`config.mk`:
```
export PLATFORM = sky130hd
export DESIGN_NAME = fetch_queue
export DESIGN_NICKNAME = d
export VERILOG_FILES = /design/src/rtl/fetch_queue.sv
export SDC_FILE = /design/constraint.sdc
export NUM_CORES = 1
export LEC_CHECK = 0
export BUFFER_PORTS_ARGS = -buffer_cell sky130_fd_sc_hd__buf_2
export CORE_AREA = 2 2 148 150
export CTS_CLUSTER_DIAMETER = 80
export DETAILED_ROUTE_END_ITERATION = 7
export DIE_AREA = 0 0 150 152
export GPL_TIMING_DRIVEN = 0
export PLACE_DENSITY_LB_ADDON = 0.1
export SLEW_MARGIN = 30
export SYNTH_ARGS = -nofsm -noshare
export SYNTH_HDL_FRONTEND = slang
export SYNTH_SLANG_ARGS = --single-unit
```
`constraint.sdc`:
```
create_clock -name clk -period 4.1 [get_ports clk]
set_clock_uncertainty 0.1 [all_clocks]
set_input_delay 0.82 -clock clk [delete_from_list [all_inputs] [get_ports clk]]
set_output_delay 0.82 -clock clk [all_outputs]
set_load 0.005 [all_outputs]
```
`src/rtl/fetch_queue.sv`:
```
// rtl/fetch_queue.sv - fetch-to-decode decoupling queue with valid/ready handshakes and one-cycle flush
// Optional zero-latency pass-through when empty: define FETCH_QUEUE_BYPASS_EN.
module fetch_queue #(
    parameter int XLEN      = 32,
    parameter int DEPTH     = 4,
    parameter int AFULL_LVL = DEPTH - 1
) (
    input  logic                     clk,
    input  logic                     reset,
    input  logic                     flush,
    input  logic                     enq_valid,
    output logic                     enq_ready,
    input  logic [XLEN-1:0]          enq_instr,
    input  logic [XLEN-1:0]          enq_pc,
    output logic                     deq_valid,
    input  logic                     deq_ready,
    output logic [XLEN-1:0]          deq_instr,
    output logic [XLEN-1:0]          deq_pc,
    output logic [$clog2(DEPTH):0]   count,
    output logic                     almost_full
);

    localparam int AW = $clog2(DEPTH);
    localparam logic [XLEN-1:0] NOP   = XLEN'(32'h0000_0013);
    localparam logic [AW:0]     AFULL = (AW+1)'(AFULL_LVL);
    localparam logic [AW:0]     ONE   = (AW+1)'(1);

    logic [XLEN-1:0] instrMem [DEPTH];
    logic [XLEN-1:0] pcMem    [DEPTH];

    logic [AW:0] rdPtr;
    logic [AW:0] wrPtr;
    logic [AW:0] countQ;
    logic        empty;
    logic        full;
    logic        enqFire;
    logic        deqFire;
    logic        bypass;
    logic        bypassOut;
    logic        doWrite;
    logic        doRead;

    assign empty     = (rdPtr == wrPtr);
    assign full      = (rdPtr[AW-1:0] == wrPtr[AW-1:0]) && (rdPtr[AW] != wrPtr[AW]);
    assign enq_ready = !full;
    assign enqFire   = enq_valid & enq_ready;
    assign deqFire   = deq_valid & deq_ready;

`ifdef FETCH_QUEUE_BYPASS_EN
    assign bypass    = empty & enq_valid & !flush;
    // Output-side copy is held off while reset is asserted so deq stays quiet during reset.
    assign bypassOut = bypass & reset;
`else
    assign bypass    = 1'b0;
    assign bypassOut = 1'b0;
`endif

    always_comb begin
        deq_valid = !empty;
        deq_instr = instrMem[rdPtr[AW-1:0]];
        deq_pc    = pcMem[rdPtr[AW-1:0]];
        if (bypassOut) begin
            deq_valid = 1'b1;
            deq_instr = enq_instr;
            deq_pc    = enq_pc;
        end else if (empty) begin
            deq_instr = NOP;
            deq_pc    = '0;
        end
    end

    // A bypassed entry consumed this cycle never touches storage or pointers.
    assign doWrite = enqFire & !flush & !(bypass & deq_ready);
    assign doRead  = deqFire & !flush & !bypass;

    always_ff @(posedge clk or negedge reset) begin
        if (!reset) begin
            rdPtr  <= '0;
            wrPtr  <= '0;
            countQ <= '0;
        end else if (flush) begin
            rdPtr  <= '0;
            wrPtr  <= '0;
            countQ <= '0;
        end else begin
            if (doWrite) wrPtr <= wrPtr + ONE;
            if (doRead)  rdPtr <= rdPtr + ONE;
            case ({doWrite, doRead})
                2'b10:   countQ <= countQ + ONE;
                2'b01:   countQ <= countQ - ONE;
                default: countQ <= countQ;
            endcase
        end
    end

    always_ff @(posedge clk) begin
        if (doWrite) begin
            instrMem[wrPtr[AW-1:0]] <= enq_instr;
            pcMem[wrPtr[AW-1:0]]    <= enq_pc;
        end
    end

    assign count       = countQ;
    assign almost_full = (countQ >= AFULL);

endmodule

```
==> reports/metrics.cfg, run 1 <==
[layout]
area_growth_pct = 19.0
finish.utilization_pct = 58.4
drive_gt1_share_pct = 38.8
n_fill_cell = 1660
design_area_mm2 = 0.0125
antenna_cells = 0
final_nets = 744

[die]
die_h_um = 152
core.rowCount = 54
ioPinCount = 139
die_w_um = 150
start_util_pct = 49.1
core_area_mm2 = 0.0214
dieArea_mm2 = 0.0228

[cts]
cts_buffers = 27
cts_hold_buf = 0
clk_pin_slew_ps = 60
cts_setup_buffers = 0
cts_max_path_buffers = 3
clkLatencyLatePin_ps = 520
cts_root_buffer = clkbuf_16
h-tree-depth = 1
cts_tree = built
ctsResizeCount = 0
clock-sinks = 265

[setup_path]
crit_arrival_ps = 2760
ff2ff_path_depth = 8
r2r-start = rdPtr[2]
cp-end-kind = output port
rrSetupSlack_ps = 760
cp-start-kind = flop
required_ps = 3180
path_max_fanout = 10
r2r-end = count[1]
critPathKind = reg -> out

[power]
p_clk_share_pct = 33.6
comb_power_share_pct = 20.1
pwr_density_cell_mw_per_mm2 = 538
seqPwrFrac_pct = 46.3
switching_share_pct = 24.7
cellInternalPower_mw = 5.05
power.net_switching_mw = 1.66
peakVddDrop_mv = 0.431
p_leak_nw = 4.30

[timing]
finalCriticalPeriod_ps = 3680
timing.fmax_mhz = 272
rsz0062_at_grt = no
tightest_slew_ps = 674
setup_viol = 0
layout_worst_path_cycle_share_pct = 89.7
relSlewSlack_pct = 55.0
finalHoldViolations = 0
setup_tns_ps = 0
drv_slew = 0

[yosys]
synthAdderAreaFrac_pct = 0.788
synth.mux.area_fraction_pct = 14.4
synth_top_family_by_area = multiplexers
yosys.area.top_type_share_pct = 73.4
syn_avg_cell_area_um2 = 21.1
yosysSeqAreaShare_pct = 75.5
ys.flop_type = edfxtp_1
synth_most_common_cell = edfxtp_1
ys_warn_count = 0
synth_area_mm2 = 0.0105
synthArstFlopShare_pct = 3.40
yosysTopAreaCell = edfxtp_1
ys_ff_latch = 265
synth_compound_area_share_pct = 1.27
yosys.area_share.simple_pct = 5.94
ys_top_cells_by_area = edfxtp_1 (73%), mux4_2 (14%), nor2b_1 (3.6%)
netlist-cell-type-count = 46
synth_commonest_cells = edfxtp_1 (256), mux4_2 (64), nor2b_1 (61)
synth-xor-area-share_pct = 0.812
syn_inst = 497
synth_nets = 572
synth_edf_count = 256

[grt]
grt_overflow = 0
grt_pass1_vias = 5537
grt_use_total_pct = 17.7
antenna_found_initial = 1
grt_pass1_wl_mm = 30.8
grt_max_degree = 39

[detailed_routing]
wl_per_cell_um = 20.5
wl_mm = 19.8
antenna_left = 0
dr.pass1.iters = 4
viasPerCell = 5.44
drc = 0
drtIter0Drc = 338
dr_total_vias = 5270

[min_path]
hold_path.class = in -> async

[place]
gp_congestion = 0.749
place_area_mm2 = 0.0116
io_buffer_count = 138
dp_hpwl_mm = 12.3

[outcome]
outcome = finished clean

[run]
maxCapViolations = 0

stage by stage:
step | setup slack, ps | hold WS [ps] | power (mW) | std cells
floorplan | 509 | 424 | 4.00 | 497
global placement | -1150 | 479 | 4.52 | 915
detailed placement | 533 | 490 | 4.55 | 920
CTS | 307 | 33.7 | 6.81 | 968
global route | 225 | 41.4 | 7.03 | 968
finish | 422 | 48.9 | 6.71 | 968
cell type report:
type,instances,area (um^2),share of cell area [%]
Tap cell,280,350,2.81
Buffer,27,119,0.954
Timing Repair Buffer,143,813,6.53
Sequential cell,265,7910,63.5
Clock buffer,30,687,5.51
Multi-Input combinational cell,201,2440,19.6
Clock inverter,18,125,1.00
Inverter,4,15.0,0.121
cells by family after synthesis:
| group | after synthesis |
|---|---|
| AO/OA/AOI/OAI | 18 |
| XOR/XNOR | 8 |
| adder cells (fa/ha/maj) | 6 |
| buffers and inverters | 31 |
| flip-flops | 265 |
| multiplexers | 70 |
| AND/OR/NAND/NOR | 99 |
power by group through the flow:
| stage | logic [mW] | registers (mW) | clock network [mW] |
|---|---|---|---|
| global route | 1.50 | 3.11 | 2.42 |
| detailed placement | 1.39 | 3.16 | 0 |
| floorplan | 0.840 | 3.16 | 0 |
| finish | 1.35 | 3.10 | 2.25 |
| global placement | 1.36 | 3.17 | 0 |
| CTS | 1.39 | 3.11 | 2.31 |
critical path, cell delays in order (launching register included):
cell	delay, ps
dfrtp_1	430
buf_1	510
clkbuf_1	590
mux4_2	400
nor2b_1	170
buf_2	140
state kept, by name (all words and copies together) (netlist names):
signal / cells
rdPtr: 3
count: 3
instrMem: 128
pcMem: 128
wrPtr: 3
cells in the final DEF (no fill, tap or decap), drive strengths merged, types with 2 or more instances in the layout:
cell      n
clkinv   16
buf     158
nor2      9
nand2b    2
nand4b    2
o211ai    2
nor4bb    2
or2       4
xor2      6
mux2i     3
xnor2     2
and2      4
nor2b    61
clkbuf   42
o31ai     2
mux2      3
inv       4
mux4     64
dfrtp     9
edfxtp  256
nand2     2
nor4b     4
o311ai    2
bufinv    2
o21ai     3
ha        5
worst max path at each step:
| stage | start | endpoint | depth (start not counted) |
|---|---|---|---|
| after floorplan | flush | instrMem[3][0] | 4 |
| after global placement | flush | pcMem[0][0] | 5 |
| after detailed placement | deq_ready | count[1] | 9 |
| after CTS | rdPtr[1] | deq_pc[25] | 5 |
| after global routing | rdPtr[1] | deq_pc[25] | 5 |
| final | rdPtr[1] | deq_pc[13] | 5 |
layer usage:
| metal | vias to the layer above | wire length, um | global-route usage, % |
|---|---|---|---|
| met4 | 2 | 368 | 4.18 |
| met2 | 146 | 10000 | 29.5 |
| met3 | 31 | 1120 | 3.57 |
| met5 | - | 11 | 0 |
| met1 | 2734 | 8310 | 24.4 |
| li1 | 2357 | - | - |
Power figures use the tool's default switching activity.
==> run 2, diff against run 1 <==
==> constraint.sdc (replaced) <==
create_clock -name clk -period 4.1 [get_ports clk]
set_clock_uncertainty 0.1 [all_clocks]
set_input_delay 0.205 -clock clk [delete_from_list [all_inputs] [get_ports clk]]
set_output_delay 0.205 -clock clk [all_outputs]
set_load 0.005 [all_outputs]
==> run 2 against run 1 <==
Clock power about the same. Sequential power barely moved. Design area grew 5.3%. Combinational power grew 4%. Critical path depth increased by 3. Worst setup slack gained 310 ps.
==> reports/metrics.cfg, run 2 (synthesis gave the netlist of run 1 again) <==
[grt]
grt_overflow = 0  ; unchanged
grt_use_total_pct = 18.1  ; +0.36 points
grt_pass1_vias = 5770  ; +4.2%
grt_pass1_wl_mm = 31.7  ; +3.0%
antenna_found_initial = 0  ; -1
grt_max_degree = 39  ; unchanged

[detailed_routing]
viasPerCell = 5.30  ; -2.6%
dr_total_vias = 5484  ; +4.1%
dr.pass1.iters = 7  ; +3
drc = 0  ; unchanged
wl_per_cell_um = 19.6  ; -4.3%
wl_mm = 20.3  ; +2.2%
antenna_left = 0  ; unchanged
drtIter0Drc = 310  ; -8.3%

[cts]
cts_hold_buf = 66  ; +66
cts_root_buffer = clkbuf_16
cts_setup_buffers = 0  ; unchanged
clkLatencyLatePin_ps = 520  ; about the same
clk_pin_slew_ps = 70  ; about the same
ctsResizeCount = 0  ; unchanged
h-tree-depth = 1  ; unchanged
cts_tree = built
clock-sinks = 265  ; unchanged
cts_buffers = 27  ; unchanged
cts_max_path_buffers = 3  ; unchanged

[layout]
n_fill_cell = 1609  ; -3.1%
area_growth_pct = 25.3
final_common_cell = edfxtp_1
final_nets = 810  ; +8.9%
antenna_cells = 0  ; unchanged
final_cell_mix = edfxtp_1 (256), buf_2 (152), dlygate4sd3_1 (66)
drive_gt1_share_pct = 35.4  ; -3.4 points
finish.utilization_pct = 61.5  ; +3.1 points

[timing]
timing.fmax_mhz = 297  ; +9.3%
relSlewSlack_pct = 52.8  ; -2.2 points
finalCriticalPeriod_ps = 3360  ; -314 ps
setup_tns_ps = 0  ; unchanged
finalWorstSetupSlack_ps = 736  ; +314 ps
drv_slew = 0  ; unchanged
finalHoldViolations = 0  ; unchanged
layout_worst_path_cycle_share_pct = 82.1  ; -7.6 points
rsz0062_at_grt = no
tightest_slew_ps = 708  ; +33.7 ps
setup_viol = 0  ; unchanged

[run]
maxCapViolations = 0  ; unchanged

[place]
io_buffer_count = 138  ; unchanged
gp_congestion = 0.749  ; unchanged
dp_hpwl_mm = 12.3  ; unchanged
pre_cts_slack_ps = 810  ; +277 ps

[power]
switching_share_pct = 24.8  ; about the same
peakVddDrop_mv = 0.430  ; -0.21%
comb_power_share_pct = 20.8  ; +0.7 points
p_clk_share_pct = 33.3  ; -0.3 points
power.net_switching_mw = 1.67  ; +0.88%
finalPower_mw = 6.76  ; +0.83%
pwr_density_cell_mw_per_mm2 = 516  ; -4.2%
cellInternalPower_mw = 5.09  ; +0.81%
seqPwrFrac_pct = 45.9  ; -0.4 points
p_leak_nw = 4.58  ; +6.4%

[setup_path]
path_max_fanout = 6  ; -4
critPathKind = reg -> reg
max_stage_delay_ps = 560  ; -30 ps
ff2ff_path_depth = 8  ; unchanged
path_cells = xnor2_1 -> o31ai_1 -> nor3b_1 -> fa_1 -> nor4bb_1 -> o22ai_1 -> o211ai_1 -> or4_1
cp-end-kind = flop
cp-start-kind = flop
required_ps = 4390  ; +1210 ps
crit_arrival_ps = 3660  ; +900 ps
crit_path_top_delay_cell = o31ai_1

[die]
die_h_um = 152  ; unchanged
ioPinCount = 139  ; unchanged
dieArea_mm2 = 0.0228  ; unchanged
start_util_pct = 49.1  ; unchanged
core_area_mm2 = 0.0214  ; unchanged
die_w_um = 150  ; unchanged
core.rowCount = 54  ; unchanged

[outcome]
outcome = finished clean

[min_path]
whs_path_depth = 5
hold_path.class = in -> reg

run 2: path summary, 6_finish.rpt:
| check | slack, ps | endpoint | startpoint |
|---|---|---|---|
| worst max-delay path | 740 | count[1] | rdPtr[2] |
| worst min-delay path | 150 | count[2] | enq_valid |
| worst max register to register | 740 | count[1] | rdPtr[2] |
| worst min register to register | 510 | count[2] | count[2] |
| max in group asynchronous | 2940 | rdPtr[0] | reset |
| min in group asynchronous | 620 | count[1] | reset |
run 2: metrics by stage:
stage / instance area, um^2 / hold slack, ps / std cells
floorplan: 10500 / -191 / 497
global placement: 11500 / -22.0 / 915
detailed placement: 11600 / -16.3 / 920
CTS: 13100 / 117 / 1034
global route: 13100 / 150 / 1034
finish: 13100 / 148 / 1034
run 2: final cells by class:
| type | count | area, um^2 | area share (%) |
|---|---|---|---|
| multi-input combinational | 201 | 2440 | 18.6 |
| buffer | 27 | 119 | 0.906 |
| tap | 280 | 350 | 2.67 |
| timing repair buffer | 209 | 1470 | 11.2 |
| inverter | 4 | 15.0 | 0.114 |
| sequential | 265 | 7910 | 60.3 |
| clock buffer | 30 | 687 | 5.24 |
| clock inverter | 18 | 125 | 0.954 |
run 2: metal layers:
layer | up-vias | track usage [%] | share of wire [%]
met1 | 2815 | 25.1 | 42
met5 | - | 0 | 0
met2 | 150 | 30.2 | 50
met3 | 31 | 3.12 | 5.3
li1 | 2488 | - | -
met4 | 0 | 4.45 | 2.0
run 2: worst max-delay path: cells and delay by family (launching register included):
| family | cells | cell delay [ps] |
|---|---|---|
| compound gates | 3 | 790 |
| flops | 1 | 420 |
| simple gates | 3 | 1120 |
| xor+xnor | 1 | 280 |
| fa+ha+maj | 1 | 520 |
run 2: power by group through the flow:
stage | Clock (mW) | Combinational, mW | Sequential [mW]
CTS | 2.31 | 1.44 | 3.11
detailed placement | 0 | 1.39 | 3.16
floorplan | 0 | 0.840 | 3.16
finish | 2.26 | 1.40 | 3.10
global route | 2.42 | 1.55 | 3.11
global placement | 0 | 1.36 | 3.17
==> run 3, diff against run 2 <==
- ABC_AREA: not set -> 1
- CORE_AREA: 2 2 148 150 -> 2 2 149 151
- DIE_AREA: 0 0 150 152 -> 0 0 151 153
- clock period: 4.1 -> 3.3 ns (I/O delays scaled with it)
==> run 3 against run 2 <==
Design area rose by 3.1%. Synthesized cell count rose by 68%. Combinational power rose by 7%. Largest cell class unchanged. Non-clock buffer count rose by 34. Via count rose by 30%. Critical endpoint is now instrMem[3][1].
==> reports/metrics.cfg, run 3 <==
[yosys]
synth_edf_count = 256  ; unchanged
ys_warn_count = 0  ; unchanged
yosysSeqAreaShare_pct = 74.8  ; -0.78 points
synthAdderAreaFrac_pct = 0.780  ; -0.0081 points
yosys.area.top_type_share_pct = 72.6  ; -0.75 points
ys_top_cells_by_area = edfxtp_1 (73%), o21ai_0 (6.3%), nor2_1 (4.7%)
yosysTopAreaCell = edfxtp_1
synth_nets = 909  ; +59%
synth_top_family_by_area = compound AO/OA/AOI/OAI gates
syn_avg_cell_area_um2 = 12.7  ; -40%
yosys.area_share.simple_pct = 9.10  ; +3.2 points
syn_inst = 834  ; +68%
synth_area_mm2 = 0.0106  ; +1.0%
netlist-cell-type-count = 28  ; -39%
synth.mux.area_fraction_pct = 0  ; -14 points
synth_most_common_cell = edfxtp_1
synth_compound_area_share_pct = 10.5  ; +9.2 points
ys_ff_latch = 265  ; unchanged
synthArstFlopShare_pct = 3.40  ; unchanged
synth_commonest_cells = edfxtp_1 (256), o21ai_0 (133), nor2_1 (132)
ys.flop_type = edfxtp_1
synth-xor-area-share_pct = 0.0828  ; -0.73 points

[timing]
setup_viol = 0  ; unchanged
layout_worst_path_cycle_share_pct = 87.4  ; +5.3 points
timing.fmax_mhz = 347  ; +17%
finalWorstSetupSlack_ps = 416  ; -320 ps
tightest_slew_ps = 661  ; -46.8 ps
rsz0062_at_grt = no
finalHoldViolations = 0  ; unchanged
drv_slew = 0  ; unchanged
holdWs_ps = 273  ; +125 ps
finalCriticalPeriod_ps = 2880  ; -480 ps
relSlewSlack_pct = 55.9  ; +3.1 points

[layout]
final_common_cell = edfxtp_1
n_fill_cell = 1733  ; +7.7%
antenna_cells = 0  ; unchanged
area_growth_pct = 27.9
drive_gt1_share_pct = 20.9  ; -15 points
final_nets = 1160  ; +43%
final_cell_mix = edfxtp_1 (256), buf_2 (155), o21ai_0 (133)

[grt]
grt_pass1_vias = 7002  ; +21%
grt_max_degree = 22  ; -44%
grt_pass1_wl_mm = 38.3  ; +21%
grt_use_total_pct = 21.6  ; +3.5 points
grt_overflow = 0  ; unchanged
antenna_found_initial = 0  ; unchanged

[die]
ioPinCount = 139  ; unchanged
start_util_pct = 49.3  ; +0.20 points
die_w_um = 151  ; +0.67%
dieArea_mm2 = 0.0231  ; +1.3%
core_area_mm2 = 0.0215  ; +0.63%
core.rowCount = 54  ; unchanged
die_h_um = 153  ; +0.66%

[detailed_routing]
viasPerCell = 5.15  ; -3.0%
dr_total_vias = 7132  ; +30%
wl_per_cell_um = 17.9  ; -8.7%
dr.pass1.iters = 4  ; -3
antenna_left = 0  ; unchanged
drtIter0Drc = 447  ; +44%
drc = 0  ; unchanged
wl_mm = 24.8  ; +22%

[power]
cellInternalPower_mw = 5.98  ; +18%
p_clk_share_pct = 34.7  ; +1.4 points
p_leak_nw = 5.38  ; +17%
switching_share_pct = 26.8  ; +2.1 points
power.net_switching_mw = 2.19  ; +31%
pwr_density_cell_mw_per_mm2 = 604  ; +17%
peakVddDrop_mv = 0.477  ; +11%
seqPwrFrac_pct = 47.0  ; +1.1 points
comb_power_share_pct = 18.3  ; -2.5 points

[place]
dp_hpwl_mm = 15.4  ; +26%
io_buffer_count = 138  ; unchanged
pre_cts_slack_ps = 329  ; -480 ps
gp_congestion = 0.718  ; -4.1%

[setup_path]
required_ps = 3440  ; -950 ps
r2r-start = rdPtr[0]
path_cells = buf_6 -> inv_2 -> nand2_2 -> nand2_4 -> nand3_4 -> nand2_2 -> inv_2 -> nand2_1 -> nor2_4 -> buf_16 -> buf_16 -> buf_16
crit_top_cell = buf_16
crit_family = buffers and inverters
critPathKind = reg -> reg
ff2ff_path_depth = 12  ; +4
max_stage_delay_ps = 530  ; -30 ps
cp-start-kind = flop
path_max_fanout = 18  ; +12
crit_buf_inv = 6  ; +6
rrSetupSlack_ps = 420  ; -320 ps
crit_path_top_delay_cell = dfrtp_1
r2r-end = instrMem[3][1]
crit_arrival_ps = 3030  ; -630 ps
cp-end-kind = flop

[cts]
cts_root_buffer = clkbuf_16
cts_setup_buffers = 0  ; unchanged
clock-sinks = 265  ; unchanged
h-tree-depth = 1  ; unchanged
clkLatencyLatePin_ps = 530  ; about the same
cts_max_path_buffers = 3  ; unchanged
cts_tree = built
clk_pin_slew_ps = 60  ; about the same
cts_buffers = 28  ; +3.7%

[run]
maxCapViolations = 0  ; unchanged

[min_path]
min_from = enq_pc[20]
hold_path.class = in -> reg
hold_path_end = pcMem[2][20]
whs_path_depth = 2  ; -3

[outcome]
outcome = finished clean

==> run 3: timing repair <==
| action | 4_1_cts | 5_1_grt |
|---|---|---|
| resized for setup | 0 | 0 |
| hold buffers | 69 | 0 |
| hold endpoints to repair | 273 | 0 |
| setup endpoints to repair | 0 | 0 |
==> run 3: stage by stage <==
step	cells	total power, mW	instance area [um^2]	util (%)	TNS [ps]
floorplan	834	4.70	10600	-	-176070
global placement	1252	5.31	11600	54.1	-751490
detailed placement	1266	5.35	12000	55.9	0
CTS	1386	8.25	13500	63.0	0
global route	1386	8.55	13500	63.0	0
finish	1386	8.17	13500	63.0	0
==> run 3: final cells by class <==
type,instances,area (um^2),area share (%)
buffer,49,224,1.66
clock buffer,42,773,5.71
clock inverter,9,53.8,0.398
inverter,75,282,2.08
multi-input combinational,445,2190,16.2
sequential,265,7910,58.5
tap,280,350,2.59
timing repair buffer,221,1740,12.9
==> run 3: how the worst max path moves through the flow <==
stage	cells after the start	slack (ps)	to	start
5_1_grt	12	220	pcMem[3][31]	rdPtr[0]
2_1_floorplan	6	-920	instrMem[0][0]	rdPtr[0]
6_report	12	420	instrMem[3][1]	rdPtr[0]
3_5_place_dp	12	330	pcMem[3][16]	rdPtr[0]
4_1_cts	12	330	pcMem[3][31]	rdPtr[0]
3_3_place_gp	7	-3490	pcMem[0][14]	rdPtr[0]
==> run 3: cells by family after synthesis <==
logic type,Yosys count
xor+xnor,1
flops,265
fa+ha+maj,6
buf+inv,124
compound gates,203
simple gates,235
==> run 3: metal layers <==
layer	GRT usage, %	part of all wire [%]	up-vias
li1	-	-	3460
met1	30.2	44	3419
met2	36.2	48	218
met3	3.10	5.7	35
met4	4.67	1.5	0
met5	0	0	-
==> run 3: power by group through the flow <==
| stage | Combinational (mW) | Clock [mW] | Sequential (mW) |
|---|---|---|---|
| final | 1.50 | 2.84 | 3.84 |
| after detailed placement | 1.44 | 0 | 3.91 |
| after floorplan | 0.785 | 0 | 3.91 |
| after global routing | 1.69 | 3.01 | 3.85 |
| after CTS | 1.52 | 2.89 | 3.84 |
| after global placement | 1.39 | 0 | 3.92 |
==> run 3: worst register-to-register path, cell delays in order, from the launching register on <==
cell and delay (ps):
dfrtp_1 530, buf_6 230, inv_2 80, nand2_2 90, nand2_4 70, nand3_4 70, nand2_2 60, inv_2 80
nand2_1 120, nor2_4 530, buf_16 260, buf_16 190, buf_16 180
